**src/rtl/image_frame_monitor_pkg.sv**
```systemverilog
// rtl/image_frame_monitor_pkg.sv - shared types and constants for the frame monitor
package image_frame_monitor_pkg;

    typedef enum logic [2:0] {
        ST_IDLE,
        ST_ARMED,
        ST_LINE,
        ST_GAP,
        ST_DONE
    } state_t;

    localparam int ERR_SHORT = 0;
    localparam int ERR_LONG  = 1;
    localparam int ERR_ABORT = 2;

    localparam int ACC_W = 28;
    localparam int INT_W = 10;

    function automatic logic [INT_W-1:0] intensity(input logic [7:0] r, input logic [7:0] g,
                                                   input logic [7:0] b);
        return INT_W'(r) + INT_W'(g) + INT_W'(b);
    endfunction

endpackage

```
**src/rtl/image_frame_monitor_if.sv**
```systemverilog
// rtl/image_frame_monitor_if.sv - VSYNC/HSYNC qualified 2-pixel RGB888 video stream
interface image_frame_monitor_if;
    logic       VSYNC;
    logic       HSYNC;
    logic [7:0] DATA_R0;
    logic [7:0] DATA_G0;
    logic [7:0] DATA_B0;
    logic [7:0] DATA_R1;
    logic [7:0] DATA_G1;
    logic [7:0] DATA_B1;

    modport master (output VSYNC, HSYNC, DATA_R0, DATA_G0, DATA_B0, DATA_R1, DATA_G1, DATA_B1);
    modport slave  (input  VSYNC, HSYNC, DATA_R0, DATA_G0, DATA_B0, DATA_R1, DATA_G1, DATA_B1);
endinterface

```
**src/rtl/image_frame_monitor_pix_stat_accum.sv**
```systemverilog
// rtl/image_frame_monitor_pix_stat_accum.sv - per-beat channel sum and intensity min/max datapath
module pix_stat_accum
    import image_frame_monitor_pkg::*;
(
    input  logic             HCLK,
    input  logic             HRESETn,
    input  logic             clr,
    input  logic             en,
    input  logic [7:0]       r0,
    input  logic [7:0]       g0,
    input  logic [7:0]       b0,
    input  logic [7:0]       r1,
    input  logic [7:0]       g1,
    input  logic [7:0]       b1,
    output logic [ACC_W-1:0] sum_r,
    output logic [ACC_W-1:0] sum_g,
    output logic [ACC_W-1:0] sum_b,
    output logic [INT_W-1:0] int_min,
    output logic [INT_W-1:0] int_max
);

    logic [INT_W-1:0] i0, i1, lo, hi;

    assign i0 = intensity(r0, g0, b0);
    assign i1 = intensity(r1, g1, b1);
    assign lo = (i0 < i1) ? i0 : i1;
    assign hi = (i0 < i1) ? i1 : i0;

    // min starts at full scale so the first counted pixel always replaces it
    always_ff @(posedge HCLK or negedge HRESETn) begin
        if (!HRESETn) begin
            sum_r   <= '0;
            sum_g   <= '0;
            sum_b   <= '0;
            int_min <= '1;
            int_max <= '0;
        end else if (clr) begin
            sum_r   <= '0;
            sum_g   <= '0;
            sum_b   <= '0;
            int_min <= '1;
            int_max <= '0;
        end else if (en) begin
            sum_r <= sum_r + ACC_W'(r0) + ACC_W'(r1);
            sum_g <= sum_g + ACC_W'(g0) + ACC_W'(g1);
            sum_b <= sum_b + ACC_W'(b0) + ACC_W'(b1);
            if (lo < int_min) int_min <= lo;
            if (hi > int_max) int_max <= hi;
        end
    end

endmodule

```
**src/rtl/image_frame_monitor.sv**
```systemverilog
// rtl/image_frame_monitor.sv - passive frame geometry checker and statistics collector
module image_frame_monitor
    import image_frame_monitor_pkg::*;
#(
    parameter int WIDTH       = 768,
    parameter int HEIGHT      = 512,
    parameter int GAP_TIMEOUT = 1023
) (
    input  logic                   HCLK,
    input  logic                   HRESETn,
    image_frame_monitor_if.slave   vid,
    output logic                   frame_done,
    output logic                   frame_ok,
    output logic [2:0]             err_code,
    output logic [9:0]             line_cnt,
    output logic [ACC_W-1:0]       sum_r,
    output logic [ACC_W-1:0]       sum_g,
    output logic [ACC_W-1:0]       sum_b,
    output logic [INT_W-1:0]       int_min,
    output logic [INT_W-1:0]       int_max,
    output logic                   busy
);

    localparam int BEATS = WIDTH / 2;
    localparam int BW    = $clog2(BEATS + 1);
    localparam int GW    = $clog2(GAP_TIMEOUT + 1);
    localparam logic [BW-1:0] BEATS_L  = BW'(BEATS);
    localparam logic [9:0]    HEIGHT_L = 10'(HEIGHT);
    localparam logic [GW-1:0] GAP_L    = GW'(GAP_TIMEOUT);

    state_t          state_q, state_d;
    logic            vsync_d, start;
    logic [BW-1:0]   beat_q, beat_d;
    logic [9:0]      line_q, line_d;
    logic [GW-1:0]   gap_q, gap_d;
    logic [2:0]      err_q, err_d;
    logic            acc_clr, acc_en, load;
    logic [ACC_W-1:0] acc_r, acc_g, acc_b;
    logic [INT_W-1:0] acc_min, acc_max;

    assign start = vid.VSYNC & ~vsync_d;

    always_ff @(posedge HCLK or negedge HRESETn) begin
        if (!HRESETn) begin
            state_q <= ST_IDLE;
            vsync_d <= 1'b0;
            beat_q  <= '0;
            line_q  <= '0;
            gap_q   <= '0;
            err_q   <= '0;
        end else begin
            state_q <= state_d;
            vsync_d <= vid.VSYNC;
            beat_q  <= beat_d;
            line_q  <= line_d;
            gap_q   <= gap_d;
            err_q   <= err_d;
        end
    end

    always_comb begin
        state_d = state_q;
        beat_d  = beat_q;
        line_d  = line_q;
        gap_d   = gap_q;
        err_d   = err_q;
        acc_clr = 1'b0;
        acc_en  = 1'b0;
        case (state_q)
            ST_IDLE: if (start) begin
                state_d = ST_ARMED;
                beat_d  = '0;
                line_d  = '0;
                gap_d   = '0;
                err_d   = '0;
                acc_clr = 1'b1;
            end
            ST_ARMED: if (start) begin
                err_d[ERR_ABORT] = 1'b1;
                state_d = ST_DONE;
            end else if (vid.HSYNC) begin
                beat_d  = BW'(1);
                acc_en  = 1'b1;
                state_d = ST_LINE;
            end
            ST_LINE: if (start) begin
                err_d[ERR_ABORT] = 1'b1;
                state_d = ST_DONE;
            end else if (vid.HSYNC) begin
                // beats past the nominal width flag the line but never reach the sums
                if (beat_q == BEATS_L) begin
                    err_d[ERR_LONG] = 1'b1;
                end else begin
                    beat_d = beat_q + BW'(1);
                    acc_en = 1'b1;
                end
            end else begin
                line_d = line_q + 10'd1;
                if (beat_q != BEATS_L) err_d[ERR_SHORT] = 1'b1;
                beat_d  = '0;
                gap_d   = '0;
                state_d = (line_d == HEIGHT_L) ? ST_DONE : ST_GAP;
            end
            ST_GAP: if (start) begin
                err_d[ERR_ABORT] = 1'b1;
                state_d = ST_DONE;
            end else if (vid.HSYNC) begin
                beat_d  = BW'(1);
                gap_d   = '0;
                acc_en  = 1'b1;
                state_d = ST_LINE;
            end else if (gap_q == GAP_L) begin
                err_d[ERR_ABORT] = 1'b1;
                state_d = ST_DONE;
            end else begin
                gap_d = gap_q + GW'(1);
            end
            ST_DONE: state_d = ST_IDLE;
            default: state_d = ST_IDLE;
        endcase
    end

    // results are captured on the edge entering DONE so they are valid alongside frame_done
    assign load = (state_d == ST_DONE) && (state_q != ST_DONE);

    pix_stat_accum u_accum (
        .HCLK    (HCLK),
        .HRESETn (HRESETn),
        .clr     (acc_clr),
        .en      (acc_en),
        .r0      (vid.DATA_R0),
        .g0      (vid.DATA_G0),
        .b0      (vid.DATA_B0),
        .r1      (vid.DATA_R1),
        .g1      (vid.DATA_G1),
        .b1      (vid.DATA_B1),
        .sum_r   (acc_r),
        .sum_g   (acc_g),
        .sum_b   (acc_b),
        .int_min (acc_min),
        .int_max (acc_max)
    );

    always_ff @(posedge HCLK or negedge HRESETn) begin
        if (!HRESETn) begin
            frame_ok <= 1'b0;
            err_code <= '0;
            line_cnt <= '0;
            sum_r    <= '0;
            sum_g    <= '0;
            sum_b    <= '0;
            int_min  <= '0;
            int_max  <= '0;
        end else if (load) begin
            frame_ok <= (err_d == 3'b000);
            err_code <= err_d;
            line_cnt <= line_d;
            sum_r    <= acc_r;
            sum_g    <= acc_g;
            sum_b    <= acc_b;
            int_min  <= acc_min;
            int_max  <= acc_max;
        end
    end

    assign frame_done = (state_q == ST_DONE);
    assign busy       = (state_q != ST_IDLE);

endmodule

```
**src/flat_wrapper.sv**
```systemverilog
// flat-port wrapper written by rule: the top's interface ports become plain ports
module image_frame_monitor_flat import image_frame_monitor_pkg::*;
#(
    parameter int WIDTH       = 768,
    parameter int HEIGHT      = 512,
    parameter int GAP_TIMEOUT = 1023
)
  (HCLK, HRESETn, frame_done, frame_ok, err_code, line_cnt, sum_r, sum_g, sum_b, int_min, int_max, busy, vid_VSYNC, vid_HSYNC, vid_DATA_R0, vid_DATA_G0, vid_DATA_B0, vid_DATA_R1, vid_DATA_G1, vid_DATA_B1);
  image_frame_monitor_if vid_i ();
  input  logic HCLK;
  input  logic HRESETn;
  output logic frame_done;
  output logic frame_ok;
  output logic [2:0] err_code;
  output logic [9:0] line_cnt;
  output logic [ACC_W-1:0] sum_r;
  output logic [ACC_W-1:0] sum_g;
  output logic [ACC_W-1:0] sum_b;
  output logic [INT_W-1:0] int_min;
  output logic [INT_W-1:0] int_max;
  output logic busy;
  input wire logic [$bits(vid_i.VSYNC)-1:0] vid_VSYNC;
  input wire logic [$bits(vid_i.HSYNC)-1:0] vid_HSYNC;
  input wire logic [$bits(vid_i.DATA_R0)-1:0] vid_DATA_R0;
  input wire logic [$bits(vid_i.DATA_G0)-1:0] vid_DATA_G0;
  input wire logic [$bits(vid_i.DATA_B0)-1:0] vid_DATA_B0;
  input wire logic [$bits(vid_i.DATA_R1)-1:0] vid_DATA_R1;
  input wire logic [$bits(vid_i.DATA_G1)-1:0] vid_DATA_G1;
  input wire logic [$bits(vid_i.DATA_B1)-1:0] vid_DATA_B1;
  assign vid_i.VSYNC = vid_VSYNC;
  assign vid_i.HSYNC = vid_HSYNC;
  assign vid_i.DATA_R0 = vid_DATA_R0;
  assign vid_i.DATA_G0 = vid_DATA_G0;
  assign vid_i.DATA_B0 = vid_DATA_B0;
  assign vid_i.DATA_R1 = vid_DATA_R1;
  assign vid_i.DATA_G1 = vid_DATA_G1;
  assign vid_i.DATA_B1 = vid_DATA_B1;
  image_frame_monitor #(.WIDTH(WIDTH), .HEIGHT(HEIGHT), .GAP_TIMEOUT(GAP_TIMEOUT)) u_core (.HCLK(HCLK), .HRESETn(HRESETn), .vid(vid_i), .frame_done(frame_done), .frame_ok(frame_ok), .err_code(err_code), .line_cnt(line_cnt), .sum_r(sum_r), .sum_g(sum_g), .sum_b(sum_b), .int_min(int_min), .int_max(int_max), .busy(busy));
endmodule
```
**config.mk**
```make
export PLATFORM = sky130hd
export DESIGN_NAME = image_frame_monitor_flat
export DESIGN_NICKNAME = d
export VERILOG_FILES = /design/src/rtl/image_frame_monitor_pkg.sv /design/src/rtl/image_frame_monitor_if.sv /design/src/rtl/image_frame_monitor_pix_stat_accum.sv /design/src/rtl/image_frame_monitor.sv /design/src/flat_wrapper.sv
export SDC_FILE = /design/constraint.sdc
export NUM_CORES = 1
export LEC_CHECK = 0
export BUFFER_PORTS_ARGS = -buffer_cell sky130_fd_sc_hd__buf_2
export CAP_MARGIN = 20
export CELL_PAD_IN_SITES_DETAIL_PLACEMENT = 1
export CELL_PAD_IN_SITES_GLOBAL_PLACEMENT = 1
export CORE_MARGIN = 10
export CORE_UTILIZATION = 49
export DETAILED_ROUTE_END_ITERATION = 12
export PLACE_DENSITY = 0.84
export SYNTH_ARGS = -nofsm -noshare
export SYNTH_HDL_FRONTEND = slang
export SYNTH_SLANG_ARGS = --single-unit
```
**constraint.sdc**
```tcl
create_clock -name HCLK -period 8.4 [get_ports HCLK]
set_input_delay 0.84 -clock HCLK [delete_from_list [all_inputs] [get_ports HCLK]]
set_output_delay 0.84 -clock HCLK [all_outputs]
set_load 0.03 [all_outputs]
```
==> impl_metrics.yaml, run 1 <==
outcome:
  status: "complete, no violations"
critical_path:
  timing_worst_setup_path_type: "primary input to flip-flop"
  r2r_start: "u_core.state_q[1]$_DFF_PN0_"
  startpoint: "vid_DATA_G0[0]"
  cp.required_ns: 8.88
  cpPeakStageDelay_ns: 0.61
  critPathMaxFanout: 16
  cp_data_arrival_time_ns: 7.44
  cpMostUsedCell: "ha_1"
  worst_setup_path_end_kind: "flip-flop"
  cpMaxStageDelayCell: "a2111o_1"
  critical_path_buf_inv_count: 4
  crit_path_start_kind: "primary input"
  path_delay_family: "compound AO/OA/AOI/OAI gates"
pwr:
  p_leak_nw: 8.56
  p_per_area_nw_per_um2: 327
  peakVddDrop_v: 0.000192
cts:
  clk_latency_ns: 0.56
  tritoncts: "built"
  root_buffer: "clkbuf_16"
  clkTransAtPathRegs_ns: 0.06
  cts_sinks: 258
  cts_buffers: 29
  h-tree-depth: 1
  postCtsHoldBufs: 0
  cts_resized: 0
  post-cts-setup-buffers: 0
  cts_buffer_depth: 3
synth:
  ys.warnings.count: 0
  synth-simple-area-share: 0.204
  syn_area_sq_um: 14800
  synth_top_area_frac: 0.420
  yosys.area.top_type: "dfrtp_1"
  async_flop_share: 1.00
  synth_xor_area_frac: 0.0533
  ys_ff_latch: 258
  synth_fa_ha_area_frac: 0.120
  syn_inst: 1576
  synth-main-ff-cell: "dfrtp_1"
  synthMuxAreaShare: 0.0377
  synth.distinct_cells: 72
  synth_compound_area_frac: 0.105
  synth_seq_area_share: 0.437
  synth.avg_cell_area_sq_um: 9.38
  ys_top_cells_by_area: "dfrtp_1 (42%), nand2_1 (9.5%), ha_1 (6.9%)"
  synth_top_family_by_area: "simple AND/OR/NAND/NOR gates"
  yosys-top-cells-count: "nand2_1 (374), dfrtp_1 (248), nor2_1 (104)"
  syn_nets: 1747
  yosysMostFrequentCell: "nand2_1"
  synth_edf_count: 0
worst_hold_path:
  hp-class: "primary input to async pin"
routing:
  drc: 0
  postRouteWirelength_mm: 43.7
  avgViaCountPerCell: 5.64
  vias: 12100
  drt_iter0_markers: 781
  ant_nets: 0
  wl_per_cell_um: 20.4
  first_pass_iters: 5
global_routing:
  grt_pass1_vias: 13200
  grt_max_degree: 156
  grt_overflow_total: 0
  grt_pass1_wl_mm: 71.3
  antenna_found_initial: 1
  grt_use_total: 0.228
finish:
  antenna_cells: 0
  fin_nets: 1901
  fin_util: 0.569
  drive_above_1_share: 0.163
  fin_area_sq_um: 16900
  syn2layout_area_growth_pct: 14.2
placement:
  gp_congestion: 0.948
  post_dp_cell_area_sq_um: 15900
  pre_cts_slack_ns: 0.922
  port_buffers: 171
  post-dp-hpwl_mm: 31.7
timing:
  slew_headroom: 0.340
  finalClockSkew_ns: 0.0145
  fin_crit_ns: 6.96
  hold_viol: 0
  tightest_slew_ns: 0.991
  period_share: 0.829
  drv_slew: 0
  tns_ns: 0
  max_freq_mhz: 144
  rsz0062_at_grt: "no"
  setup-violations-final: 0
  finalWorstSetupSlack_ns: 1.44
die:
  dieArea_sq_um: 37500
  die_h_um: 194
  die_w_um: 194
  rows: 63
  start_util: 0.498
  coreArea_sq_um: 29700
  design.portCount: 172
run:
  max_cap_violations: 0
path summary, 6_finish.rpt:
kind | cells past startpoint | end | slack [ns]
min in group HCLK | 1 | u_core.vsync_d$_DFF_PN0_ | 0.42
worst max-delay path | 28 | u_core.u_accum.int_min[1]$_DFFE_PN1P_ | 1.44
max in group asynchronous | 2 | u_core.u_accum.sum_r[20]$_DFFE_PN0P_ | 6.76
worst max register to register | 7 | u_core.line_cnt[4]$_DFFE_PN0P_ | 4.60
worst min-delay path | 1 | u_core.line_cnt[0]$_DFFE_PN0P_ | 0.29
worst min register to register | 2 | u_core.sum_b[20]$_DFFE_PN0P_ | 0.46
state kept, by name (all words and copies together) (netlist names):
signal,count
u_core.int_max,10
u_core.vsync_d,1
u_core.sum_b,28
u_core.beat_q,9
u_core.u_accum.sum_g,28
u_core.line_q,10
u_core.u_accum.sum_b,28
u_core.err_q,3
u_core.u_accum.sum_r,28
u_core.err_code,3
u_core.state_q,3
u_core.sum_g,28
u_core.u_accum.int_max,10
u_core.gap_q,10
u_core.int_min,10
u_core.sum_r,28
u_core.line_cnt,10
u_core.u_accum.int_min,10
u_core.frame_ok,1
area by class of cell:
type	count	area (sq um)
Clock buffer	40	857
Clock inverter	11	125
Fill cell	3460	12800
Inverter	79	299
Multi-Input combinational cell	1181	7700
Sequential cell	258	6470
Tap cell	390	488
Timing Repair Buffer	181	953
stage by stage:
stage | instances | total power, mW | hold slack, ns
finish | 2140 | 5.52 | 0.289
global route | 2140 | 5.91 | 0.372
CTS | 2140 | 5.56 | 0.355
detailed placement | 2089 | 4.22 | 0.451
global placement | 2088 | 4.06 | 0.445
floorplan | 1576 | 3.46 | 0.453
worst register-to-register path, stage by stage (launching register included):
cell,delay [ns]
dfrtp_1,0.74
inv_1,0.45
nor3_1,0.58
nand2b_1,0.13
o21a_4,0.29
inv_4,0.25
buf_4,0.79
mux2_2,0.45
logic make-up after synthesis:
family                   count (synthesis)
AO/OA/AOI/OAI                          241
XOR/XNOR                                90
adder cells (fa/ha/maj)                119
buffers and inverters                  137
flip-flops                             258
multiplexers                            52
AND/OR/NAND/NOR                        679
placed cells by master, fill, tap and decap left out, types with 29 or more instances in the layout:
| master | n |
|---|---|
| nand3_1 | 58 |
| dfrtp_1 | 248 |
| xor2_1 | 42 |
| ha_1 | 81 |
| buf_2 | 170 |
| o21ai_0 | 95 |
| a21oi_1 | 50 |
| xnor2_1 | 48 |
| nor2_1 | 104 |
| clkbuf_16 | 29 |
| nand2_1 | 373 |
| fa_1 | 38 |
| inv_1 | 78 |
layer usage:
layer,vias up,track usage,share of wire
met5,-,0,0.00046
met2,230,0.396,0.50
met4,2,0.0549,0.021
met1,6147,0.291,0.44
met3,58,0.0341,0.040
li1,5639,-,-
power by group:
group          internal, mW  leakage, nW  total (mW)  switching (mW)
Combinational         0.864         4.62        2.49            1.62
Sequential             1.51         3.46        1.72           0.214
Clock                 0.772        0.482        1.31           0.536
Total                  3.15         8.56        5.52            2.37
No activity file was read; power rests on OpenSTA's default activity.
==> run 2: changes to the inputs <==
--- a/config.mk
+++ b/config.mk
@@ -10,9 +10,9 @@
 export CELL_PAD_IN_SITES_DETAIL_PLACEMENT = 1
 export CELL_PAD_IN_SITES_GLOBAL_PLACEMENT = 1
 export CORE_MARGIN = 10
-export CORE_UTILIZATION = 49
+export CORE_UTILIZATION = 46
 export DETAILED_ROUTE_END_ITERATION = 12
-export PLACE_DENSITY = 0.84
+export PLACE_DENSITY = 0.79
 export SYNTH_ARGS = -nofsm -noshare
 export SYNTH_HDL_FRONTEND = slang
 export SYNTH_SLANG_ARGS = --single-unit
==> constraint.sdc (replaced) <==
create_clock -name HCLK -period 7.3 [get_ports HCLK]
set_input_delay 0.73 -clock HCLK [delete_from_list [all_inputs] [get_ports HCLK]]
set_output_delay 0.73 -clock HCLK [all_outputs]
set_load 0.03 [all_outputs]
==> run 2 against run 1 <==
First-iteration DRC count shrank 22%. Combinational power is 15% higher. Core utilization fell by 3.2 points. Highest routed layer unchanged. Flip-flop and latch count is the same.
==> impl_metrics.yaml, run 2 (same netlist as run 1, synthesis figures left out) <==
outcome:
  status: "complete, no violations"
critical_path:
  cp.required_ns: 7.74
  cpPeakStageDelay_ns: 0.85
  crit_path_start_kind: "primary input"
  worst_r2r_path_depth: 9
  reg2reg_slack_ns: 3.99
  timing_worst_setup_path_type: "primary input to flip-flop"
  cp_data_arrival_time_ns: 7.19
  r2r_start: "u_core.line_q[0]$_DFF_PN0_"
  worstReg2RegEnd: "u_core.sum_r[0]$_DFFE_PN0P_"
  critical_path_buf_inv_count: 4
  path_delay_family: "compound AO/OA/AOI/OAI gates"
  critPathMaxFanout: 26
  cpMaxStageDelayCell: "a211oi_2"
  cpMostUsedCell: "ha_1"
  cp.depth: 30
  worst_setup_path_end_kind: "flip-flop"
die:
  die_h_um: 199
  rows: 65
  start_util: 0.467
  die_w_um: 199
  coreArea_sq_um: 31600
  dieArea_sq_um: 39700
  design.portCount: 172
global_routing:
  grt_pass1_vias: 12900
  grt_use_total: 0.213
  antenna_found_initial: 2
  grt_pass1_wl_mm: 68.5
  grt_max_degree: 102
  grt_overflow_total: 0
pwr:
  p_per_area_nw_per_um2: 372
  peakVddDrop_v: 0.000197
  p_leak_nw: 8.59
timing:
  drv_slew: 0
  finalWorstSetupSlack_ns: 0.543
  period_share: 0.926
  tns_ns: 0
  fin_crit_ns: 6.76
  tightest_slew_ns: 1.05
  hold_viol: 0
  rsz0062_at_grt: "no"
  finalClockSkew_ns: 0.0145
  max_freq_mhz: 148
  setup-violations-final: 0
  whs_ns: 0.132
  slew_headroom: 0.301
routing:
  avgViaCountPerCell: 5.54
  postRouteWirelength_mm: 42.1
  ant_nets: 0
  vias: 12000
  wl_per_cell_um: 19.5
  drt_iter0_markers: 612
  drc: 0
  first_pass_iters: 5
cts:
  post-cts-setup-buffers: 0
  cts_buffer_depth: 3
  clk_latency_ns: 0.55
  root_buffer: "clkbuf_16"
  tritoncts: "built"
  clkTransAtPathRegs_ns: 0.06
  cts_buffers: 30
  cts_resized: 0
  h-tree-depth: 1
  cts_sinks: 258
  postCtsHoldBufs: 0
finish:
  fin_nets: 1905
  layout.cells.non_filler: 2160
  fin_area_sq_um: 17000
  drive_above_1_share: 0.163
  mostFrequentLayoutCell: "nand2_1"
  layout_common_cells: "nand2_1 (373), dfrtp_1 (248), buf_2 (170)"
  syn2layout_area_growth_pct: 14.7
placement:
  post_dp_cell_area_sq_um: 15900
  port_buffers: 171
  gp_congestion: 0.892
  dp.cells: 2103
  pre_cts_slack_ns: 0.0530
  post-dp-hpwl_mm: 31.0
worst_hold_path:
  hp-class: "primary input to async pin"
run:
  max_cap_violations: 0
-- run 2: how the worst max path moves through the flow --
stage                         from                                    end  slack [ns]
CTS                 vid_DATA_G0[0]  u_core.u_accum.int_max[8]$_DFFE_PN0P_        0.58
finish              vid_DATA_G0[0]  u_core.u_accum.int_max[8]$_DFFE_PN0P_        0.54
global placement    vid_DATA_G0[0]  u_core.u_accum.int_max[1]$_DFFE_PN0P_        0.31
detailed placement  vid_DATA_G0[0]  u_core.u_accum.int_max[8]$_DFFE_PN0P_        0.05
global route        vid_DATA_G0[0]  u_core.u_accum.int_max[1]$_DFFE_PN0P_         0.1
floorplan           vid_DATA_G0[0]  u_core.u_accum.int_max[1]$_DFFE_PN0P_        0.85
-- run 2: metrics by stage --
step                      total power, mW  utilization
final                                6.31        0.536
after global routing                 6.78        0.536
after CTS                            6.38        0.535
after detailed placement             4.84        0.504
after global placement               4.71        0.504
after floorplan                      3.98            -
-- run 2: area by class of cell --
type / instances / area (sq um)
antenna: 1 / 2.50
clock buffer: 47 / 916
clock inverter: 8 / 71.3
fill: 3709 / 14700
inverter: 79 / 299
multi-input combinational: 1181 / 7700
sequential: 258 / 6470
tap: 402 / 503
timing repair buffer: 184 / 996
-- run 2: power breakdown --
group | switching (mW) | internal, mW
clock | 0.587 | 0.890
combinational | 1.85 | 1.01
sequential | 0.236 | 1.74
total | 2.67 | 3.64
-- run 2: layer usage --
metal  vias to the layer above  global-route usage  share of wire
met3                        62              0.0333          0.049
met4                         2              0.0591          0.024
li1                       5661                   -              -
met5                         -                   0        0.00047
met2                       223               0.356           0.48
met1                      6017               0.282           0.45
==> run 3: changes to the inputs <==
--- a/config.mk
+++ b/config.mk
@@ -5,7 +5,7 @@
 export SDC_FILE = /design/constraint.sdc
 export NUM_CORES = 1
 export LEC_CHECK = 0
-export BUFFER_PORTS_ARGS = -buffer_cell sky130_fd_sc_hd__buf_2
+export BUFFER_PORTS_ARGS = -buffer_cell sky130_fd_sc_hd__buf_4
 export CAP_MARGIN = 20
 export CELL_PAD_IN_SITES_DETAIL_PLACEMENT = 1
 export CELL_PAD_IN_SITES_GLOBAL_PLACEMENT = 1
==> run 3 against run 2 <==
Register-to-register slack worse by 0.26 ns. Sequential share of layout area fell by 1.1 points. Non-clock buffer count is 2 lower. Setup slack worse by 0.032 ns.
==> impl_metrics.yaml, run 3 (same netlist as run 1, synthesis figures left out) <==
timing:
  tightest_slew_ns: 1.04
  period_share: 0.930
  fin_crit_ns: 6.79
  whs_ns: 0.177
  setup-violations-final: 0
  hold_viol: 0
  rsz0062_at_grt: "no"
  drv_slew: 0
  slew_headroom: 0.304
  finalClockSkew_ns: 0.0211
  max_freq_mhz: 147
finish:
  final-seq-area_sq_um: 6470
  layout.cells.non_filler: 2159
  mostFrequentLayoutCell: "nand2_1"
  fillers: 3668
  layout_common_cells: "nand2_1 (373), dfrtp_1 (248), buf_4 (180)"
  fin_nets: 1903
  multiInputGateArea_sq_um: 7710
  drive_above_1_share: 0.166
  syn2layout_area_growth_pct: 18.0
  fin_area_sq_um: 17400
global_routing:
  gr-usage-met2: 0.356
  grt_pass1_vias: 12800
  grt_use_total: 0.215
  grt_pass1_wl_mm: 69.1
  use_met1: 0.290
  grt_overflow_total: 0
  grt_max_degree: 164
  grt-busiest-layer: "met2"
  antenna_found_initial: 1
  met3_usage: 0.0355
placement:
  post_dp_cell_area_sq_um: 16400
  gp_congestion: 0.888
  port_buffers: 171
  dp.cells: 2102
  post-dp-hpwl_mm: 30.8
cts:
  cts_sinks: 258
  tritoncts: "built"
  h-tree-depth: 1
  clk_latency_ns: 0.57
  clkTransAtPathRegs_ns: 0.06
  postCtsHoldBufs: 0
  cts_buffers: 30
  cts_buffer_depth: 3
  root_buffer: "clkbuf_16"
die:
  die_h_um: 199
  start_util: 0.467
  die_w_um: 199
  rows: 65
  dieArea_sq_um: 39700
  coreArea_sq_um: 31600
  design.portCount: 172
critical_path:
  cpPeakStageDelay_ns: 0.68
  worstReg2RegEnd: "u_core.sum_g[5]$_DFFE_PN0P_"
  worst_r2r_path_depth: 8
  crit_path_start_kind: "primary input"
  cpMaxStageDelayCell: "a2111o_1"
  timing_worst_setup_path_type: "primary input to flip-flop"
  cp.required_ns: 7.74
  reg2reg_slack_ns: 3.73
  r2r_start: "u_core.state_q[1]$_DFF_PN0_"
  cp_data_arrival_time_ns: 7.23
  cpMostUsedCell: "ha_1"
  worst_setup_path_end_kind: "flip-flop"
  critPathMaxFanout: 17
routing:
  postRouteWirelength_mm: 42.4
  ant_nets: 0
  avgViaCountPerCell: 5.52
  drt_iter0_markers: 546
  wl_per_cell_um: 19.6
  first_pass_iters: 4
  vias: 11900
  drc: 0
pwr:
  p_leak_nw: 8.67
  p_per_area_nw_per_um2: 374
  peakVddDrop_v: 0.000264
run:
  max_cap_violations: 0
outcome:
  status: "complete, no violations"
worst_hold_path:
  hp-class: "primary input to async pin"
run 3: worst max-delay path by stage:
stage	start	slack (ns)	depth (start not counted)	end
2_1_floorplan	vid_DATA_G0[0]	0.85	29	u_core.u_accum.int_max[1]$_DFFE_PN0P_
3_3_place_gp	vid_DATA_G0[0]	0.16	29	u_core.u_accum.int_max[8]$_DFFE_PN0P_
3_5_place_dp	vid_DATA_G0[0]	-0.10	29	u_core.u_accum.int_max[3]$_DFFE_PN0P_
4_1_cts	vid_DATA_G0[0]	0.42	29	u_core.u_accum.int_max[3]$_DFFE_PN0P_
5_1_grt	vid_DATA_G0[0]	0.07	29	u_core.u_accum.int_max[6]$_DFFE_PN0P_
6_report	vid_DATA_G0[0]	0.51	29	u_core.u_accum.int_max[3]$_DFFE_PN0P_
run 3: cell type report:
| class | count | area share |
|---|---|---|
| clock buffer | 40 | 0.0498 |
| clock inverter | 16 | 0.0117 |
| tap | 402 | 0.0288 |
| timing repair buffer | 182 | 0.0795 |
| sequential | 258 | 0.371 |
| inverter | 79 | 0.0171 |
| antenna | 1 | 0.000143 |
| multi-input combinational | 1181 | 0.442 |
run 3: through the flow:
| step | setup TNS (ns) | setup WS (ns) | util | total power [mW] |
|---|---|---|---|---|
| 6_report | 0 | 0.511 | 0.551 | 6.53 |
| 2_1_floorplan | 0 | 0.851 | - | 3.98 |
| 5_1_grt | 0 | 0.0710 | 0.551 | 7.00 |
| 4_1_cts | 0 | 0.419 | 0.551 | 6.59 |
| 3_5_place_dp | -0.653 | -0.100 | 0.517 | 4.94 |
| 3_3_place_gp | 0 | 0.158 | 0.517 | 4.81 |
run 3: timing repair:
item,CTS,global route
gates resized for setup,0,1
setup endpoints to repair,0,7
setup buffers,0,0
run 3: critical path: cells and delay by family:
family	cells	cell delay, ns
AOI/OAI and AO/OA	12	2.96
muxes	1	0.41
xor gates and xnor gates	2	0.38
adders and majority gates	5	1.59
and+or+nand+nor	6	0.89
buffers and inverters	3	0.26
run 3: metal layers:
layer | vias to the layer above | share of wire
met2 | 199 | 0.48
li1 | 5645 | -
met4 | 0 | 0.015
met1 | 6034 | 0.46
met5 | - | 0
met3 | 46 | 0.045
run 3: report_power, final:
| group | internal, mW | switching [mW] | leakage, nW |
|---|---|---|---|
| Combinational | 1.09 | 1.85 | 4.68 |
| Sequential | 1.74 | 0.245 | 3.46 |
| Clock | 0.977 | 0.627 | 0.535 |
